==> config.mk <==
export PLATFORM = sky130hd
export DESIGN_NAME = i2c_bus_arbiter
export DESIGN_NICKNAME = d
export VERILOG_FILES = /design/src/rtl/i2c_bus_arbiter.sv
export SDC_FILE = /design/constraint.sdc
export NUM_CORES = 1
export LEC_CHECK = 0
export ABC_AREA = 1
export CAP_MARGIN = 0
export CORE_MARGIN = 2
export CORE_UTILIZATION = 35
export CTS_CLUSTER_DIAMETER = 150
export DETAILED_ROUTE_END_ITERATION = 10
export SLEW_MARGIN = 40
export SYNTH_ARGS = -nofsm -noshare
export SYNTH_HDL_FRONTEND = slang
export SYNTH_SLANG_ARGS = --single-unit
==> constraint.sdc <==
create_clock -name clock -period 1.8 [get_ports clock]
set_input_delay 0.36 -clock clock [delete_from_list [all_inputs] [get_ports clock]]
set_output_delay 0.36 -clock clock [all_outputs]
set_load 0.02 [all_outputs]
==> src/rtl/i2c_bus_arbiter.sv <==
`default_nettype none
// ============================================================================
// Module   : i2c_bus_arbiter
// Purpose  : Round-robin owner selection for one shared open-drain I2C bus.
//            Only the granted master's SCL/SDA drives reach the pads; an idle
//            gap separates owners and an optional watchdog revokes a grant
//            that is held too long.
// Revision : 1.0 - initial release
// ============================================================================
module i2c_bus_arbiter #(
  parameter int unsigned REQUESTER_COUNT = 4,
  parameter int unsigned GAP_CYCLES      = 64,
  parameter logic [31:0] TIMEOUT_CYCLES  = 32'd0
) (
  input  logic                               clock,
  input  logic                               reset,
  input  logic [REQUESTER_COUNT-1:0]         request,
  output logic [REQUESTER_COUNT-1:0]         grant,
  input  logic [REQUESTER_COUNT-1:0]         scl_output_vector,
  input  logic [REQUESTER_COUNT-1:0]         sda_output_vector,
  output logic                               scl_output,
  output logic                               sda_output,
  output logic [$clog2(REQUESTER_COUNT)-1:0] owner,
  output logic                               busy,
  output logic                               timeout
);

  localparam int unsigned c_owner_w = $clog2(REQUESTER_COUNT);

  // Last gap count value; a zero gap still spends one cycle in the gap state.
  localparam logic [15:0] c_gap_last =
    (GAP_CYCLES == 0) ? 16'd0 : 16'(GAP_CYCLES - 1);

  // Watchdog fires on the edge that would complete TIMEOUT_CYCLES of ownership.
  localparam logic [31:0] c_wd_last = TIMEOUT_CYCLES - 32'd1;
  localparam logic        c_wd_on   = (TIMEOUT_CYCLES != 32'd0);

  // Owner resets to the top index so that master 0 is searched first.
  localparam logic [c_owner_w-1:0]       c_owner_rst = c_owner_w'(REQUESTER_COUNT - 1);
  localparam logic [REQUESTER_COUNT-1:0] c_one_hot0  = REQUESTER_COUNT'(1);

  typedef enum logic [1:0] {
    ST_IDLE    = 2'd0,
    ST_GRANTED = 2'd1,
    ST_GAP     = 2'd2
  } state_t;

  state_t                       r_state;
  logic [REQUESTER_COUNT-1:0]   r_grant;
  logic [REQUESTER_COUNT-1:0]   r_mask;
  logic [c_owner_w-1:0]         r_owner;
  logic                         r_timeout;
  logic [15:0]                  r_gap_cnt;
  logic [31:0]                  r_wd_cnt;

  logic [REQUESTER_COUNT-1:0]   w_eligible;
  logic                         w_found;
  logic [c_owner_w-1:0]         w_winner;
  logic                         w_owner_req;
  logic                         w_wd_expire;

  assign w_eligible  = request & ~r_mask;
  assign w_owner_req = request[r_owner];
  assign w_wd_expire = c_wd_on && (r_wd_cnt == c_wd_last);

  // Round-robin search: first eligible master after the current owner, wrapping.
  always_comb begin
    w_found  = 1'b0;
    w_winner = r_owner;
    for (int k = 1; k <= int'(REQUESTER_COUNT); k++) begin
      if (!w_found &&
          w_eligible[(int'(r_owner) + k) % int'(REQUESTER_COUNT)]) begin
        w_found  = 1'b1;
        w_winner = c_owner_w'((int'(r_owner) + k) % int'(REQUESTER_COUNT));
      end
    end
  end

  // Arbitration FSM with registered grant, owner, timeout pulse and mask.
  always_ff @(posedge clock or posedge reset) begin
    if (reset) begin
      r_state   <= ST_IDLE;
      r_grant   <= '0;
      r_mask    <= '0;
      r_owner   <= c_owner_rst;
      r_timeout <= 1'b0;
      r_gap_cnt <= '0;
      r_wd_cnt  <= '0;
    end else begin
      r_timeout <= 1'b0;
      // A master that lets go of request is forgiven for an earlier timeout.
      r_mask    <= r_mask & request;

      case (r_state)
        ST_IDLE: begin
          if (w_found) begin
            r_grant  <= c_one_hot0 << w_winner;
            r_owner  <= w_winner;
            r_wd_cnt <= '0;
            r_state  <= ST_GRANTED;
          end
        end

        ST_GRANTED: begin
          if (!w_owner_req) begin
            // Normal release wins over a watchdog expiring on the same edge.
            r_grant   <= '0;
            r_gap_cnt <= '0;
            r_state   <= ST_GAP;
          end else if (w_wd_expire) begin
            r_grant   <= '0;
            r_timeout <= 1'b1;
            r_mask    <= (r_mask & request) | r_grant;
            r_gap_cnt <= '0;
            r_state   <= ST_GAP;
          end else if (c_wd_on) begin
            r_wd_cnt <= r_wd_cnt + 32'd1;
          end
        end

        ST_GAP: begin
          if (r_gap_cnt == c_gap_last) begin
            r_state <= ST_IDLE;
          end else begin
            r_gap_cnt <= r_gap_cnt + 16'd1;
          end
        end

        default: begin
          r_grant <= '0;
          r_state <= ST_IDLE;
        end
      endcase
    end
  end

  // Pad mux: only the owner's drives pass while granted; otherwise release.
  always_comb begin
    scl_output = 1'b1;
    sda_output = 1'b1;
    if (r_state == ST_GRANTED) begin
      scl_output = scl_output_vector[r_owner];
      sda_output = sda_output_vector[r_owner];
    end
  end

  assign grant   = r_grant;
  assign owner   = r_owner;
  assign timeout = r_timeout;
  assign busy    = |r_grant;

endmodule
`default_nettype wire

### After elaboration in Yosys (flattened, before gate mapping)

Cells that the tools add are included.

| storage, ports and cells | value |
|---|---|
| bits of input ports | 14 |
| output and inout port bits | 10 |
| word-level logic and storage cells | 86 |
| flip-flop bits (word level) | 28 |

| operators by class | value |
|---|---|
| reduce and logical (&&, ||, !) cells | 17 |
| shift-type cells | 1 |
| mux-type cells | 38 |
| add/sub/neg operators | 5 |
| bitwise logic cells | 8 |
| order comparisons | 5 |
| equal/unequal tests | 7 |

Operators by type and width:

| operator | count |
|---|---|
| $mux W16 | 2 |
| $pmux W16 S2 | 1 |
| $mux W1 | 17 |
| $add A16 B1 Y16 const B | 1 |
| $eq A16 B6 Y1 const B | 1 |
| $lt A3 B4 Y1 const B | 4 |
| $bmux W1 S2 | 7 |
| $mux W2 | 7 |
| $pmux W4 S3 | 1 |
| $reduce_and A3 Y1 | 3 |
| $and A4 B4 Y4 | 2 |
| $mux W4 | 2 |
| $ne A2 B2 Y1 const B | 4 |
| $reduce_or A2 Y1 | 4 |
| $pmux W2 S3 | 1 |
| $add A2 B1 Y2 const B | 2 |
| $add A2 B2 Y2 const B | 2 |
| $and A1 B1 Y1 const A | 4 |
| $not A4 Y4 | 1 |
| $reduce_or A4 Y1 | 1 |
| $shl A1 B2 Y4 const A | 1 |
| $logic_and A1 B1 Y1 | 3 |
| $logic_not A1 Y1 | 3 |
| $lt A2 B3 Y1 const B | 1 |
| other kinds (6) | 6 |

### Depth between registers and ports, before layout

Gate-level depths: netlist of the first run.

| depth | value |
|---|---|
| word-level depth | 19 |
| mapped depth | 14 |
| mapped depth without buffers | 13 |

### Worst setup path before layout of the first run

No wires, ideal clock.

| timing path | value |
|---|---|
| path kind | register -> register |
| start | reg r_owner[0], in the netlist owner[0] |
| end | reg r_gap_cnt[10] |
| cell stages (with the launch flop) | 10 |
| buffers on the path | 2 |
| data arrival time | 1.558 ns |
| slack | 0.111 ns |
| required time | 1.669 ns |
| cells stage by stage | dfstp_2 > buf_6 > inv_4 > nand2_1 > inv_1 > a22oi_2 > nand3_4 > nand2_4 > buf_6 > o22ai_1 |

| between the ends | value |
|---|---|
| word-level cells in the longest chain between the ends | 4 |

RTL lines:

| element | RTL line | source |
|---|---|---|
| from (decl) | 51 | `logic [c_owner_w-1:0] r_owner;` |
| from (signal assigned) | 85 | `r_owner <= c_owner_rst;` |
| from (signal assigned) | 98 | `r_owner <= w_winner;` |
| $bmux W1 S2 | 63 | `assign w_owner_req = request[r_owner];` |
| $mux W1 (not written as such) | 63 |  |
| $ne A2 B2 Y1 (no line) | - |  |
| $reduce_and A3 Y1 (no line) | - |  |
| to (signal assigned) | 125 | `r_gap_cnt <= r_gap_cnt + 16'd1;` |
| to (decl) | 53 | `logic [15:0] r_gap_cnt;` |

Every way passes these cells. The select of a mux whose other input is x is not followed.
A chain may end at the register's enable or synchronous reset.

### Worst setup path after layout of the first run

| timing path | value |
|---|---|
| start | reg r_owner[1], in the netlist owner[1] |
| end | out scl_output |

| between the ends | value |
|---|---|
| word-level cells in the longest chain between the ends | 3 |

RTL lines:

| element | RTL line | source |
|---|---|---|
| $bmux W1 S2 | 142 | `scl_output = scl_output_vector[r_owner];` |
| $mux W1 (not written as such) | 142 |  |
| $mux W1 | 141 | `if (r_state == ST_GRANTED) begin` |
| to (decl) | 21 | `output logic scl_output,` |

Every way passes these cells. The select of a mux whose other input is x is not followed.

==> metrics, run 1 <==
outcome finished with violations; failing checks setup timing; class of the most critical setup path flop to output port; Tcrit/Tclk final 105%; WL/cell 11.8 um; kind of start point of the critical path flop; vias in the first global route 1751; # port buffers 22; power per cell area 472 nW/um2; chip width 75.8 um; count of endpoints failing hold in the final timing report 0; Warnings, synthesis 0; post-detailed-placement cell area 2320 um2; maximum buffer depth of the clock tree 2; first-pass iteration count of the detailed router 5; RSZ-0062 raised after global routing true; CTS buffer count 3; clock period minus final worst setup slack 1.90 ns; total gr overflow 0; number of flops mapped to enable cells by yosys 0; area of the core region 5040 um2; first-pass GRT wire length 7.56 mm; total vias in the final route 1804; Critical Path AT 1.54 ns; Yosys top cell by area sky130_fd_sc_hd__dfrtp_1; final setup violation count 9; layout overhead on the synthesized area 45.3%; Chip Height 75.8 um; Leak Pwr 1.35 nW; non-filler cells, final 380; Setup Skew 0.0103 ns; path category of the worst min-delay check primary input to asynchronous set/reset pin; Final Max Slew Viols 0; Syn Inst Count 248; crit path capture type output port; via-per-instance ratio 4.75; post-route core utilization 52.1%; number of routed nets with antenna violations 0; final non-filler cell area 2630 um2; area enclosed by the die boundary 5750 um2; transition time at the pin with the least slew margin 0.600 ns; required time of the critical path 1.44 ns; maximum achievable frequency 527 MHz; hold-fix buffers at CTS 0; ratio of cells with drive above 1 in the final layout 30.6%; CTS tree yes; CTS sink count 28; initial standard-cell utilization of the core 35.8%; number of antenna violations at the first check in global routing 0; Boundary Pins 24; # Max-Cap Violations 0; Final GP Congestion 0.820; worst path setup slack after routing -0.0968 ns; clock root cell sky130_fd_sc_hd__clkbuf_8; Synth area leaders sky130_fd_sc_hd__dfrtp_1 36%, sky130_fd_sc_hd__nand2_1 15%, sky130_fd_sc_hd__nand3_1 7.8%, sky130_fd_sc_hd__inv_1 6.6%, sky130_fd_sc_hd__nor2_1 4.4%; distinct cell type count of the synthesized netlist 31; synthesized area per cell 7.29 um2; insertion delay to the later sink of the worst-skew pair 0.28 ns; clock slew at the register clock pins of the worst setup and hold paths 0.11 ns; nets@finish 326; share of async-settable or async-resettable flops after synthesis 100%; share of the synthesized area in the top cell type 36.0%; number of rows created at floorplan 26; FF+latch count, synth 28; DRC violations left 0; Worst slew margin 59.6%; CTS H-tree depth 1; Iter 0 DRT Violations 54; total wirelength of the detailed-routed design 4.47 mm; antenna fix cells 0; total global routing track utilization 16.8%; maximum resistive drop on vdd 0.377 mV; highest net fanout along the worst path 4; sequential share of the synthesized area 38.9%; Net Count, Synth 263; post-detailed-placement half-perimeter wirelength 3.22 mm; number of instances in the placed design 367; combined area of all synthesized cells 1810 um2; flip-flop cell with the highest count after synthesis sky130_fd_sc_hd__dfrtp_1; pin count of the biggest net entering global routing 29
==> worst paths after layout <==
check / slack [ns] / startpoint / cells after the start / to
worst max register to register: -0.09 / owner[0] / 12 / grant[1]
worst max-delay path: -0.1 / owner[1] / 6 / scl_output
max in group asynchronous: 1.07 / reset / 3 / owner[1]
min in group clock: 0.47 / r_mask[3] / 2 / r_mask[3]
worst min register to register: 0.47 / r_mask[3] / 2 / r_mask[3]
worst min-delay path: 0.43 / reset / 3 / r_gap_cnt[12]
==> per-layer routing <==
| metal | GRT usage [%] | up-vias | part of all wire, % |
|---|---|---|---|
| li1 | - | 933 | - |
| met1 | 20.8 | 838 | 44 |
| met2 | 30.2 | 29 | 52 |
| met3 | 3.44 | 4 | 2.9 |
| met4 | 3.12 | 0 | 0.67 |
| met5 | 0 | - | 0 |
==> report_power, final <==
| part | switching [W] | leakage (nW) | internal, W |
|---|---|---|---|
| clock | 0.000212 | 0.0357 | 0.000298 |
| combinational | 0.0000537 | 0.989 | 0.0000463 |
| sequential | 0 | 0.322 | 0.000629 |
==> cell families (layout without fill, tap and decap cells) <==
logic type	after synthesis	in the layout	synth area share [%]
simple gates	146	146	37.8
buf+inv	38	100	9.07
flops	28	28	38.9
compound gates	26	26	9.42
xor+xnor	8	8	3.88
fa+ha+maj	1	1	0.692
other cells	1	1	0.208
==> metrics by stage <==
stage	setup TNS [ns]	hold slack, ns	setup WS [ns]	power, W
3_5_place_dp	-1.70	0.452	-0.289	0.000731
4_1_cts	-0.657	0.441	-0.100	0.00125
6_report	-0.609	0.426	-0.0968	0.00124
5_1_grt	-1.65	0.483	-0.215	0.00130
3_3_place_gp	-1.46	0.449	-0.235	0.000730
2_1_floorplan	0	0.424	0.111	0.000684
==> cells in the mapped netlist, types with 2 or more instances <==
library cell,number
sky130_fd_sc_hd__a21oi_1,6
sky130_fd_sc_hd__a221oi_1,2
sky130_fd_sc_hd__a22oi_2,2
sky130_fd_sc_hd__buf_6,2
sky130_fd_sc_hd__dfrtp_1,26
sky130_fd_sc_hd__dfstp_2,2
sky130_fd_sc_hd__inv_1,32
sky130_fd_sc_hd__inv_2,2
sky130_fd_sc_hd__nand2_1,70
sky130_fd_sc_hd__nand2_2,4
sky130_fd_sc_hd__nand2_4,3
sky130_fd_sc_hd__nand3_1,28
sky130_fd_sc_hd__nand3_2,3
sky130_fd_sc_hd__nand4_1,5
sky130_fd_sc_hd__nor2_1,21
sky130_fd_sc_hd__nor2_2,3
sky130_fd_sc_hd__nor3_1,5
sky130_fd_sc_hd__o21ai_0,7
sky130_fd_sc_hd__o22ai_1,6
sky130_fd_sc_hd__xor2_1,8
==> critical path, stage by stage (launching register included) <==
cell	delay, ns
sky130_fd_sc_hd__dfstp_2	0.59
sky130_fd_sc_hd__inv_2	0.06
sky130_fd_sc_hd__nand2_4	0.06
sky130_fd_sc_hd__inv_2	0.05
sky130_fd_sc_hd__a221oi_2	0.22
sky130_fd_sc_hd__nand2_1	0.10
sky130_fd_sc_hd__buf_4	0.16
==> registers in the layout, summed over array words and instances, names as in the netlist <==
signal / count
r_mask: 4
owner: 2
r_gap_cnt: 16
grant: 4
r_state: 2
==> placed cells by master, fill, tap and decap left out, types with 2 or more instances in the layout <==
cell type / count
sky130_fd_sc_hd__nand4_1: 5
sky130_fd_sc_hd__buf_2: 2
sky130_fd_sc_hd__nand3_4: 6
sky130_fd_sc_hd__inv_4: 2
sky130_fd_sc_hd__nand2_4: 6
sky130_fd_sc_hd__nand3_1: 23
sky130_fd_sc_hd__a22oi_2: 2
sky130_fd_sc_hd__o21ai_0: 7
sky130_fd_sc_hd__nand2_2: 11
sky130_fd_sc_hd__nor3_1: 5
sky130_fd_sc_hd__dfstp_2: 2
sky130_fd_sc_hd__a221oi_2: 2
sky130_fd_sc_hd__a21oi_1: 5
sky130_fd_sc_hd__nor2_1: 19
sky130_fd_sc_hd__o22ai_1: 5
sky130_fd_sc_hd__nor2_2: 4
sky130_fd_sc_hd__dfrtp_1: 26
sky130_fd_sc_hd__clkbuf_8: 3
sky130_fd_sc_hd__xor2_1: 8
sky130_fd_sc_hd__nand2_1: 59
sky130_fd_sc_hd__inv_2: 5
sky130_fd_sc_hd__buf_4: 33
sky130_fd_sc_hd__inv_1: 28
sky130_fd_sc_hd__buf_6: 6
sky130_fd_sc_hd__nand3_2: 3
sky130_fd_sc_hd__clkdlybuf4s50_1: 17
==> timing repair <==
item	CTS	global route
gates resized for setup	39	22
cloned	0	0
buffers inserted	5	4
pin swaps	7	12
endpoints found under the setup margin	15	25
endpoints found under the hold margin	0	0
==> final cells by class <==
cell class / count / area (um2)
Inverter: 35 / 136
Tap cell: 70 / 87.6
Clock inverter: 1 / 30.0
Timing Repair Buffer: 61 / 536
Fill cell: 482 / 2420
Clock buffer: 3 / 41.3
Multi-Input combinational cell: 182 / 1090
Sequential cell: 28 / 703
Power figures use the tool's default switching activity.
==> run 2, diff against run 1 <==
GPL_TIMING_DRIVEN = 0   (was default)
==> metrics, run 2 (same netlist as run 1, synthesis figures left out) <==
WL/cell 11.7 um (-0.63%); DRC violations left 0 (unchanged); via-per-instance ratio 4.72 (-0.52%); highest net fanout along the worst path 6 (+2); final sum of negative setup slack -0.371 ns (+0.238 ns); layout overhead on the synthesized area 37.1%; Final GP Congestion 0.851 (+3.7%); RSZ-0062 raised after global routing true; pin count of the biggest net entering global routing 29 (unchanged); Final Max Slew Viols 0 (unchanged); CTS buffer count 3 (unchanged); ratio of cells with drive above 1 in the final layout 24.7% (-5.9 points); first-pass iteration count of the detailed router 4 (-1); total vias in the final route 1686 (-6.5%); number of antenna violations at the first check in global routing 0 (unchanged); Leak Pwr 1.24 nW (-7.8%); total gr overflow 0 (unchanged); power per cell area 492 nW/um2 (+4.3%); number of instances in the placed design 340 (-7.4%); layout filler cell count 488 (+1.2%); vias in the first global route 1621 (-7.4%); transition time at the pin with the least slew margin 0.602 ns (+0.00225 ns); maximum resistive drop on vdd 0.460 mV (+22%); Worst slew margin 59.8% (+0.16 points); # port buffers 22 (unchanged); first-pass GRT wire length 7.06 mm (-6.6%); initial standard-cell utilization of the core 35.8% (unchanged); required time of the critical path 1.44 ns (about the same); Iter 0 DRT Violations 63 (+17%); clock root cell sky130_fd_sc_hd__clkbuf_8; top library cells by usage in the layout, fill and taps aside 66 x sky130_fd_sc_hd__nand2_1, 29 x sky130_fd_sc_hd__inv_1, 26 x sky130_fd_sc_hd__dfrtp_1, 23 x sky130_fd_sc_hd__nand3_1, 20 x sky130_fd_sc_hd__nor2_1; commonest non-fill, non-tap cell in the layout sky130_fd_sc_hd__nand2_1; post-placement setup slack -0.325 ns (-0.0356 ns); final non-filler cell area 2480 um2 (-5.6%); clock period minus final worst setup slack 1.91 ns (+0.00861 ns); Chip Height 75.8 um (unchanged); # Max-Cap Violations 0 (unchanged); clock slew at the register clock pins of the worst setup and hold paths 0.10 ns (about the same); worst path setup slack after routing -0.105 ns (-0.00861 ns); kind of start point of the critical path flop; CTS tree yes; crit path capture type output port; CTS sink count 28 (unchanged); Setup Skew 0.00895 ns (-0.00134 ns); nets@finish 303 (-7.1%); count of endpoints failing hold in the final timing report 0 (unchanged); number of routed nets with antenna violations 0 (unchanged); area of the core region 5040 um2 (unchanged); Critical Path AT 1.55 ns (about the same); path category of the worst min-delay check primary input to asynchronous set/reset pin; class of the most critical setup path flop to output port; CTS H-tree depth 1 (unchanged); Largest register FFs 16 (unchanged); post-detailed-placement half-perimeter wirelength 2.92 mm (-9.4%); outcome finished with violations; total global routing track utilization 15.6% (-1.1 points); total wirelength of the detailed-routed design 4.17 mm (-6.6%); maximum buffer depth of the clock tree 2 (unchanged); failing checks setup timing; insertion delay to the later sink of the worst-skew pair 0.28 ns (about the same); reg-to-reg setup timing slack -0.04 ns (+0.05 ns); number of rows created at floorplan 26 (unchanged); Boundary Pins 24 (unchanged); area enclosed by the die boundary 5750 um2 (unchanged); post-detailed-placement cell area 2110 um2 (-8.9%); final setup violation count 8 (-1); Tcrit/Tclk final 106% (+0.48 points); chip width 75.8 um (unchanged); non-filler cells, final 357 (-6.1%); largest register by flop count r_gap_cnt; maximum achievable frequency 525 MHz (-0.45%); antenna fix cells 0 (unchanged)
==> run 2: cell types whose count changed in the layout (fill, tap and decap cells not counted), sizes merged <==
cell    before  now
clkbuf       3    4
buf         42   18
==> run 2: stage by stage <==
step | total power, W | hold WS [ns] | utilization (%)
after floorplan | 0.000684 | 0.424 | -
after global placement | 0.000725 | 0.447 | 41.9
after detailed placement | 0.000726 | 0.450 | 41.9
after CTS | 0.00124 | 0.477 | 45.4
after global routing | 0.00126 | 0.486 | 49.1
final | 0.00122 | 0.457 | 49.1
==> run 2: what timing repair did <==
action                                  CTS  global route
hold buffers                              0             0
buffers inserted                         11             1
gates resized for setup                  25            37
pin swaps                                10            10
endpoints found under the setup margin   16            26
cloned                                    0             1
==> run 2: report_power, final <==
group,switching (W),total [W],internal [W]
clock,0.000203,0.000501,0.000298
sequential,0,0.000629,0.000629
combinational,0.0000501,0.0000902,0.0000401
total,0.000253,0.00122,0.000967
==> run 2: final timing paths <==
check	endpoint	startpoint	cells after the start
min reg2reg	r_mask[0]	r_mask[0]	2
min in group clock	r_mask[0]	r_mask[0]	2
max reg2reg	grant[2]	owner[0]	12
max	scl_output	owner[1]	6
min	r_gap_cnt[12]	reset	2
max in group asynchronous	r_gap_cnt[0]	reset	2
==> run 2: layout make-up <==
type	instances	area [um2]	share of cell area, %
Clock inverter	1	30.0	1.21
Sequential cell	28	703	28.4
Clock buffer	3	41.3	1.67
Inverter	35	139	5.61
Tap cell	70	87.6	3.54
Multi-Input combinational cell	182	1090	44.1
Buffer	3	37.5	1.52
Timing Repair Buffer	35	347	14.0
==> run 2: critical path, cell delays in order, from the launching register on <==
cell	delay [ns]
sky130_fd_sc_hd__dfstp_2	0.65
sky130_fd_sc_hd__inv_4	0.06
sky130_fd_sc_hd__nand2_4	0.08
sky130_fd_sc_hd__inv_4	0.04
sky130_fd_sc_hd__a221oi_2	0.22
sky130_fd_sc_hd__nand2_1	0.09
sky130_fd_sc_hd__buf_6	0.13
==> run 2: per-layer routing <==
layer	GRT usage, %	vias to the layer above	wire length, um
met5	0	-	0
met4	1.95	0	12
met3	2.91	2	90
met2	28.4	11	2200
met1	19.7	791	1870
li1	-	882	-
